[config.mk]
export PLATFORM = sky130hd
export DESIGN_NAME = x_sweep_ctrl
export DESIGN_NICKNAME = d
export VERILOG_FILES = /design/src/rtl/x_sweep_ctrl.sv
export SDC_FILE = /design/constraint.sdc
export NUM_CORES = 1
export LEC_CHECK = 0
export ABC_AREA = 0
export ABC_CLOCK_PERIOD_IN_PS = 5700
export CAP_MARGIN = 10
export CELL_PAD_IN_SITES_DETAIL_PLACEMENT = 2
export CELL_PAD_IN_SITES_GLOBAL_PLACEMENT = 2
export CORE_ASPECT_RATIO = 1.1
export CORE_MARGIN = 1
export CORE_UTILIZATION = 30
export CTS_BUF_LIST = sky130_fd_sc_hd__clkbuf_4 sky130_fd_sc_hd__clkbuf_8 sky130_fd_sc_hd__clkbuf_16
export DETAILED_ROUTE_END_ITERATION = 6
export PLACE_DENSITY = 0.71
export SYNTH_ARGS = -nofsm -noshare
export SYNTH_HDL_FRONTEND = slang
export SYNTH_SLANG_ARGS = --single-unit
[constraint.sdc]
create_clock -name clk -period 5.7 [get_ports clk]
set_clock_uncertainty 0.15 [all_clocks]
set_input_delay 0.855 -clock clk [delete_from_list [all_inputs] [get_ports clk]]
set_output_delay 0.855 -clock clk [all_outputs]
set_load 0.01 [all_outputs]
[src/rtl/x_sweep_ctrl.sv]
// Exhaustive sweep sequencer for the 3-input block x: steps {A,B,C} through 0..7,
// captures F per vector and scores the captured truth table against an expected pattern.
module x_sweep_ctrl #(
  parameter int unsigned SETTLE_CYCLES = 2
) (
  input  logic       clk,
  input  logic       rst_n,
  input  logic       start,
  input  logic [7:0] expected,
  output logic       A,
  output logic       B,
  output logic       C,
  input  logic       F,
  output logic       busy,
  output logic       done,
  output logic [7:0] table_out,
  output logic       mismatch,
  output logic [2:0] err_idx,
  output logic [3:0] err_count
);

  typedef enum logic [1:0] {
    ST_IDLE   = 2'd0,
    ST_SETTLE = 2'd1,
    ST_SAMPLE = 2'd2,
    ST_DONE   = 2'd3
  } state_t;

  localparam logic [3:0] SETTLE_LD = 4'(SETTLE_CYCLES);
  // With no settle time each vector is sampled in the cycle it is first driven.
  localparam state_t VEC_ST = (SETTLE_CYCLES == 0) ? ST_SAMPLE : ST_SETTLE;

  state_t     state_q, state_d;
  logic [3:0] cnt_q, cnt_d;
  logic [2:0] idx_q, idx_d;
  logic [2:0] abc_q, abc_d;
  logic [7:0] exp_q, exp_d;
  logic [7:0] table_q, table_d;
  logic [3:0] err_count_q, err_count_d;
  logic [2:0] err_idx_q, err_idx_d;
  logic       mismatch_q, mismatch_d;
  logic       busy_q, busy_d;
  logic       done_q, done_d;

  // Next-state, vector drive and scoring logic.
  always_comb begin
    state_d     = state_q;
    cnt_d       = cnt_q;
    idx_d       = idx_q;
    abc_d       = abc_q;
    exp_d       = exp_q;
    table_d     = table_q;
    err_count_d = err_count_q;
    err_idx_d   = err_idx_q;
    mismatch_d  = mismatch_q;

    case (state_q)
      ST_IDLE: begin
        abc_d = 3'd0;
        if (start) begin
          exp_d       = expected;
          table_d     = 8'h00;
          err_count_d = 4'd0;
          err_idx_d   = 3'd0;
          mismatch_d  = 1'b0;
          idx_d       = 3'd0;
          cnt_d       = SETTLE_LD;
          state_d     = VEC_ST;
        end else begin
          state_d = ST_IDLE;
        end
      end
      ST_SETTLE: begin
        if (cnt_q <= 4'd1) begin
          cnt_d   = 4'd0;
          state_d = ST_SAMPLE;
        end else begin
          cnt_d   = cnt_q - 4'd1;
          state_d = ST_SETTLE;
        end
      end
      ST_SAMPLE: begin
        table_d[idx_q] = F;
        if (F != exp_q[idx_q]) begin
          err_count_d = err_count_q + 4'd1;
          mismatch_d  = 1'b1;
          // Only the first failing index is reported.
          if (err_count_q == 4'd0) begin
            err_idx_d = idx_q;
          end else begin
            err_idx_d = err_idx_q;
          end
        end else begin
          err_count_d = err_count_q;
        end
        if (idx_q == 3'd7) begin
          abc_d   = 3'd0;
          state_d = ST_DONE;
        end else begin
          idx_d   = idx_q + 3'd1;
          abc_d   = idx_q + 3'd1;
          cnt_d   = SETTLE_LD;
          state_d = VEC_ST;
        end
      end
      ST_DONE: begin
        abc_d   = 3'd0;
        state_d = ST_IDLE;
      end
      default: begin
        abc_d   = 3'd0;
        state_d = ST_IDLE;
      end
    endcase

    busy_d = (state_d == ST_SETTLE) || (state_d == ST_SAMPLE);
    done_d = (state_d == ST_DONE);
  end

  // State and output registers with synchronous active-low reset.
  always_ff @(posedge clk) begin
    if (!rst_n) begin
      state_q     <= ST_IDLE;
      cnt_q       <= 4'd0;
      idx_q       <= 3'd0;
      abc_q       <= 3'd0;
      exp_q       <= 8'h00;
      table_q     <= 8'h00;
      err_count_q <= 4'd0;
      err_idx_q   <= 3'd0;
      mismatch_q  <= 1'b0;
      busy_q      <= 1'b0;
      done_q      <= 1'b0;
    end else begin
      state_q     <= state_d;
      cnt_q       <= cnt_d;
      idx_q       <= idx_d;
      abc_q       <= abc_d;
      exp_q       <= exp_d;
      table_q     <= table_d;
      err_count_q <= err_count_d;
      err_idx_q   <= err_idx_d;
      mismatch_q  <= mismatch_d;
      busy_q      <= busy_d;
      done_q      <= done_d;
    end
  end

  assign A         = abc_q[2];
  assign B         = abc_q[1];
  assign C         = abc_q[0];
  assign busy      = busy_q;
  assign done      = done_q;
  assign table_out = table_q;
  assign mismatch  = mismatch_q;
  assign err_idx   = err_idx_q;
  assign err_count = err_count_q;

endmodule

==> results of run 1 <==
[cell type report]
type                       count  area [um2]
fill                         738        4080
multi-input combinational    167        1140
sequential                    38         761
timing repair buffer          33         328
tap                           82         103
clock buffer                   7        83.8
inverter                      14        52.6
[cell usage after synthesis (all sizes together)]
master / count
dfxtp: 38
nand2: 34
o21ai: 18
a21boi: 17
inv: 14
ha: 12
and2: 11
nor2b: 11
clkbuf: 8
nand2b: 6
nor2: 6
o22ai: 6
a21oi: 5
a22oi: 5
buf: 5
mux2: 4
mux2i: 4
nor3: 4
nand3: 3
a211oi: 2
a22o: 2
a32oi: 2
o21a: 2
o221ai: 2
o31ai: 2
or3: 2
a2bb2oi: 1
nor4: 1
nor4b: 1
nor4bb: 1
o2111a: 1
o211ai: 1
or3b: 1
[metrics by stage]
stage	util [%]	instances	hold slack (ns)	setup slack, ns
after floorplan	-	232	0.289	3.41
after global placement	36.4	334	0.302	2.16
after detailed placement	36.4	334	0.313	2.08
after CTS	37.7	341	0.324	2.35
after global routing	37.7	341	0.351	2.15
final	37.7	341	0.314	2.44
[logic make-up after synthesis]
family / after synthesis
flops: 38
mux: 8
compound gates: 66
buf+inv: 27
simple gates: 81
fa+ha+maj: 12
[final timing paths]
| path | startpoint | end | slack, ns | depth (start not counted) |
|---|---|---|---|---|
| min | mismatch$_SDFFE_PN0P_ | mismatch$_SDFFE_PN0P_ | 0.31 | 2 |
| min reg2reg | mismatch$_SDFFE_PN0P_ | mismatch$_SDFFE_PN0P_ | 0.31 | 2 |
| max reg2reg | state_q[0]$_SDFF_PN0_ | err_idx[0]$_SDFFE_PN0P_ | 3.19 | 7 |
| max | rst_n | err_idx[0]$_SDFFE_PN0P_ | 2.44 | 6 |
[state kept, by name, indices dropped and copies added (netlist names)]
| signal | flops |
|---|---|
| exp_q | 8 |
| state_q | 2 |
| busy | 1 |
| err_idx | 3 |
| mismatch | 1 |
| idx_q | 3 |
| table_out | 8 |
| cnt_q | 4 |
| abc_q | 3 |
| done | 1 |
| err_count | 4 |
[power by group through the flow]
| stage | clock, mW | sequential, mW | combinational, mW |
|---|---|---|---|
| 2_1_floorplan | 0 | 0.285 | 0.0437 |
| 3_3_place_gp | 0 | 0.285 | 0.0701 |
| 5_1_grt | 0.202 | 0.280 | 0.0788 |
| 6_report | 0.186 | 0.279 | 0.0701 |
| 4_1_cts | 0.193 | 0.279 | 0.0724 |
| 3_5_place_dp | 0 | 0.285 | 0.0720 |
[metal layers]
metal | wire, um | share of wire (%) | track usage, % | vias to the layer above
met4 | 49 | 0.96 | 3.41 | 0
met1 | 2240 | 44 | 18.0 | 836
li1 | - | - | - | 851
met5 | 0 | 0 | 0 | -
met2 | 2670 | 53 | 30.5 | 20
met3 | 120 | 2.4 | 3.44 | 4
[critical path, stage by stage]
cell             delay (ns)
clkdlybuf4s50_1        1.17
and2_1                 0.33
nand2_1                0.10
nor4_2                 0.44
o21ai_0                0.23
o22ai_1                0.19
==> impl_metrics.tcl, run 1 <==
set metrics [dict create \
    outcome "finished clean" \
    ys_ff_latch 38 \
    power_density_nw_per_um2 217 \
    netlist_area_um2 2020 \
    core_area_um2 6560 \
    pin_count 33 \
    synth_mux_area_share_pct 4.21 \
    die_area_um2 7080 \
    crit_arrival_ns 3.32 \
    synth_area_per_cell_um2 8.72 \
    syn_inst 232 \
    cts_tree "built" \
    netSwitchingFraction_pct 25.3 \
    grt_pass1_vias 1840 \
    grt_overflow 0 \
    placed_area_um2 2390 \
    grt_setup_unrepaired "no" \
    final_max_slew_viol_count 0 \
    synth_top_cell_area_share_pct 37.6 \
    synth_top_family_by_area "compound AO/OA/AOI/OAI gates" \
    htreeDepth 2 \
    cts_setup_buffers 0 \
    finalCritPeriodShare_pct 57.2 \
    clk_pin_slew_worst_paths_ns 0.07 \
    first_pass_iters 4 \
    synth-adder-area-share_pct 7.42 \
    layout.cells.most_common_list "dfxtp_1, nand2_1, clkdlybuf4s50_1" \
    yosys.area_share.simple_pct 20.7 \
    synth_cell_types 41 \
    seq_area_frac_synth_pct 37.6 \
    combPwrFrac_pct 13.1 \
    clkPwrFrac_pct 34.8 \
    areaGrowthSynthToFinish_pct 22.1 \
    cts_buffer_depth 2 \
    fin_area_um2 2470 \
    totalPowerFinal_mw 0.535 \
    post-route-min-period_ns 3.26 \
    numPortBuffers 32 \
    p_int_mw 0.400 \
    max_slew_margin_pct 28.6 \
    cp.required_ns 5.76 \
    gp_congestion 0.729 \
    grt_antenna_before_repair 0 \
    drt-total-wl_um 5080 \
    dp_hpwl_um 3800 \
    grt_start_max_net_pins 34 \
    p_leak_nw 0.867 \
    path_max_fanout 33 \
    finalSetupViolCount 0 \
    cp-end-kind "register" \
    setup_tns_ns 0 \
    hp-class "register to register" \
    synth_xor_xnor_area_share_pct 0 \
    diodes 0 \
    drtIter0Drc 81 \
    path_class "input port to register" \
    initial_core_util_pct 30.9 \
    fmax_mhz 307 \
    fin_nets 283 \
    synth_nets 256 \
    cp-start-kind "input port" \
    yosys.area.top_type "dfxtp_1" \
    ctsRootBufferMaster "clkbuf_8" \
    cts_resized 0 \
    die_h_um 88.1 \
    synth_compound_area_share_pct 24.2 \
    cts_sinks 38 \
    clkLatencyLatePin_ns 0.29 \
    seqPwrFrac_pct 52.1 \
    grt_use_total_pct 15.9 \
    cts_buffers 5 \
    drc 0 \
    vias_per_cell 5.02 \
    grt_pass1_wl_um 8660 \
    ir_worst_vdd_mv 0.112 \
    yosysWarningCount 0 \
    ys_top_cells_by_area "dfxtp_1, ha_1, nand2_1, a21boi_0, o21ai_0" \
    ant_nets 0 \
    wl_per_cell_um 14.9 \
    power.switching_mw 0.136 \
    drv_cap 0 \
    worstMarginPinSlew_ns 1.07 \
    die_w_um 80.3 \
    layout-drive-gt1-share_pct 7.34 \
    layout_commonest_cell "dfxtp_1" \
    num_rows 31 \
    hold_buffers 0 \
    hold_violations 0 \
    dr_total_vias 1711 \
]
(Power assumes the default switching activity.)
==> run 2, diff against run 1 <==
- ABC_CLOCK_PERIOD_IN_PS: 5700 -> 2800
- CORE_UTILIZATION: 30 -> 29
- PLACE_DENSITY: 0.71 -> 0.72
- clock period: 5.7 -> 2.8 ns (I/O delays scaled with it)
==> run 2 against run 1 <==
Compared with the run above: count of clock-buffer cells in the layout fell by 1; sequential share of layout area down 0.42 points; die area is 3.4% higher; setup slack got worse by 2.1 ns; flip-flop and latch count did not move; final area up 1.4%; clock power up 120%; hold slack better by 0.0033 ns; cell count grew 1.2%; first-iteration DRC count decreased by 28%; critical path type is now register to register; largest cell class unchanged.
==> impl_metrics.tcl, run 2 (synthesis results as in run 1) <==
set metrics [dict create \
    hold_path_depth 2 \
    vias_per_cell 5.08 \
    path_class "register to register" \
    post-route-min-period_ns 2.45 \
    placed_area_um2 2410 \
    stdcell_count 345 \
    fin_nets 286 \
    cts_sinks 38 \
    power_density_nw_per_um2 449 \
    reg2reg_depth 6 \
    finalCritPeriodShare_pct 87.7 \
    r2r_end "cnt_q[2]$_SDFFE_PN0P_" \
    worst_slack_ns 0.345 \
    clkPwrFrac_pct 36.3 \
    cp-end-kind "register" \
    cts_buffer_depth 2 \
    netSwitchingFraction_pct 26.9 \
    num_rows 31 \
    cp.required_ns 2.89 \
    hold_violations 0 \
    fin_area_um2 2500 \
    die_h_um 89.6 \
    setup_tns_ns 0 \
    p_leak_nw 0.884 \
    ant_nets 0 \
    die_area_um2 7310 \
    final_max_slew_viol_count 0 \
    die_w_um 81.6 \
    initial_core_util_pct 30.3 \
    p_int_mw 0.822 \
    holdPathEnd "mismatch$_SDFFE_PN0P_" \
    crit_arrival_ns 2.54 \
    placed_cells 337 \
    cts_resized 0 \
    layout-drive-gt1-share_pct 8.75 \
    hp-class "register to register" \
    clkLatencyLatePin_ns 0.30 \
    cts_tree "built" \
    hold_buffers 0 \
    areaGrowthSynthToFinish_pct 23.8 \
    nFillCells 763 \
    fin_util_pct 37.5 \
    cp-start-kind "register" \
    fmax_mhz 407 \
    htreeDepth 2 \
    ctsRootBufferMaster "clkbuf_8" \
    drc 0 \
    grt_pass1_vias 1911 \
    cts_buffers 5 \
    pin_count 33 \
    r2r_start "idx_q[0]$_SDFFE_PN0P_" \
    max_slew_margin_pct 60.6 \
    seqPwrFrac_pct 50.6 \
    power.switching_mw 0.302 \
    first_pass_iters 4 \
    grt_setup_unrepaired "no" \
    drv_cap 0 \
    drt-total-wl_um 5540 \
    core_area_um2 6670 \
    combPwrFrac_pct 13.1 \
    diodes 0 \
    grt_antenna_before_repair 0 \
    layout_commonest_cell "dfxtp_1" \
    grt_overflow 0 \
    outcome "finished clean" \
    dr_total_vias 1751 \
    finalSetupViolCount 0 \
    wl_per_cell_um 16.0 \
    layout.cells.most_common_list "dfxtp_1, nand2_1, clkdlybuf4s50_1" \
    grt_use_total_pct 16.8 \
    pre_cts_slack_ns 0.360 \
    multi_input_area_um2 1140 \
    ir_worst_vdd_mv 0.218 \
    clk_pin_slew_worst_paths_ns 0.08 \
    r2r_slack_ns 0.35 \
    gp_congestion 0.769 \
    min_from "mismatch$_SDFFE_PN0P_" \
    path_max_fanout 15 \
    drtIter0Drc 58 \
    worstMarginPinSlew_ns 0.590 \
    dp_hpwl_um 4120 \
    grt_pass1_wl_um 9100 \
    cts_setup_buffers 0 \
    regArea_um2 761 \
    numPortBuffers 32 \
    grt_start_max_net_pins 33 \
]
run 2: cell types whose count changed in the layout (fill, tap and decap cells not counted), sizes merged:
cell / before / now
buf: 1 / 4
clkbuf: 7 / 6
clkinv: 0 / 1
clkinvlp: 0 / 1
run 2: how the worst max path moves through the flow:
stage / from / end / slack [ns] / cells after the start
floorplan: state_q[0]$_SDFF_PN0_ / busy$_SDFF_PN0_ / 0.54 / 8
global placement: idx_q[0]$_SDFFE_PN0P_ / cnt_q[2]$_SDFFE_PN0P_ / 0.49 / 6
detailed placement: idx_q[0]$_SDFFE_PN0P_ / cnt_q[2]$_SDFFE_PN0P_ / 0.36 / 6
CTS: idx_q[0]$_SDFFE_PN0P_ / cnt_q[2]$_SDFFE_PN0P_ / 0.33 / 6
global route: idx_q[0]$_SDFFE_PN0P_ / cnt_q[2]$_SDFFE_PN0P_ / 0.19 / 6
finish: idx_q[0]$_SDFFE_PN0P_ / cnt_q[2]$_SDFFE_PN0P_ / 0.35 / 6
run 2: power groups by stage:
stage / clock, mW / sequential, mW / combinational (mW)
final: 0.409 / 0.569 / 0.147
after detailed placement: 0 / 0.582 / 0.150
after CTS: 0.425 / 0.570 / 0.151
after global placement: 0 / 0.581 / 0.144
after global routing: 0.446 / 0.572 / 0.166
after floorplan: 0 / 0.580 / 0.0890
run 2: critical path, cell delays in order (launching register included):
cell and delay (ns):
dfxtp_1 0.50, ha_1 0.32, ha_1 0.29, a211oi_2 0.43
nand2b_1 0.16, or3b_1 0.40, a21boi_1 0.14
run 2: layout make-up:
| cell class | instances | share of cell area (%) |
|---|---|---|
| multi-input cells | 167 | 45.7 |
| flip-flops and latches | 38 | 30.4 |
| repair buffers | 36 | 14.0 |
| well taps | 82 | 4.10 |
| clock buffers | 6 | 3.30 |
| inverters | 14 | 2.10 |
| clock inverters | 2 | 0.500 |
run 2: layer usage:
metal | vias up | track usage, % | part of all wire (%)
met4 | 0 | 6.22 | 1.5
met2 | 26 | 31.4 | 53
li1 | 862 | - | -
met3 | 9 | 3.84 | 2.7
met5 | - | 0 | 0
met1 | 854 | 18.5 | 43
run 2: stage by stage:
stage,hold WS [ns],power (mW)
finish,0.317,1.12
global route,0.347,1.18
CTS,0.325,1.15
detailed placement,0.310,0.732
global placement,0.306,0.726
floorplan,0.289,0.669
==> run 3, diff against run 2 <==
- TNS_END_PERCENT: unset -> 1
==> results of run 3 <==
The final DEF is identical to that of run 2; final timing and power are the same.
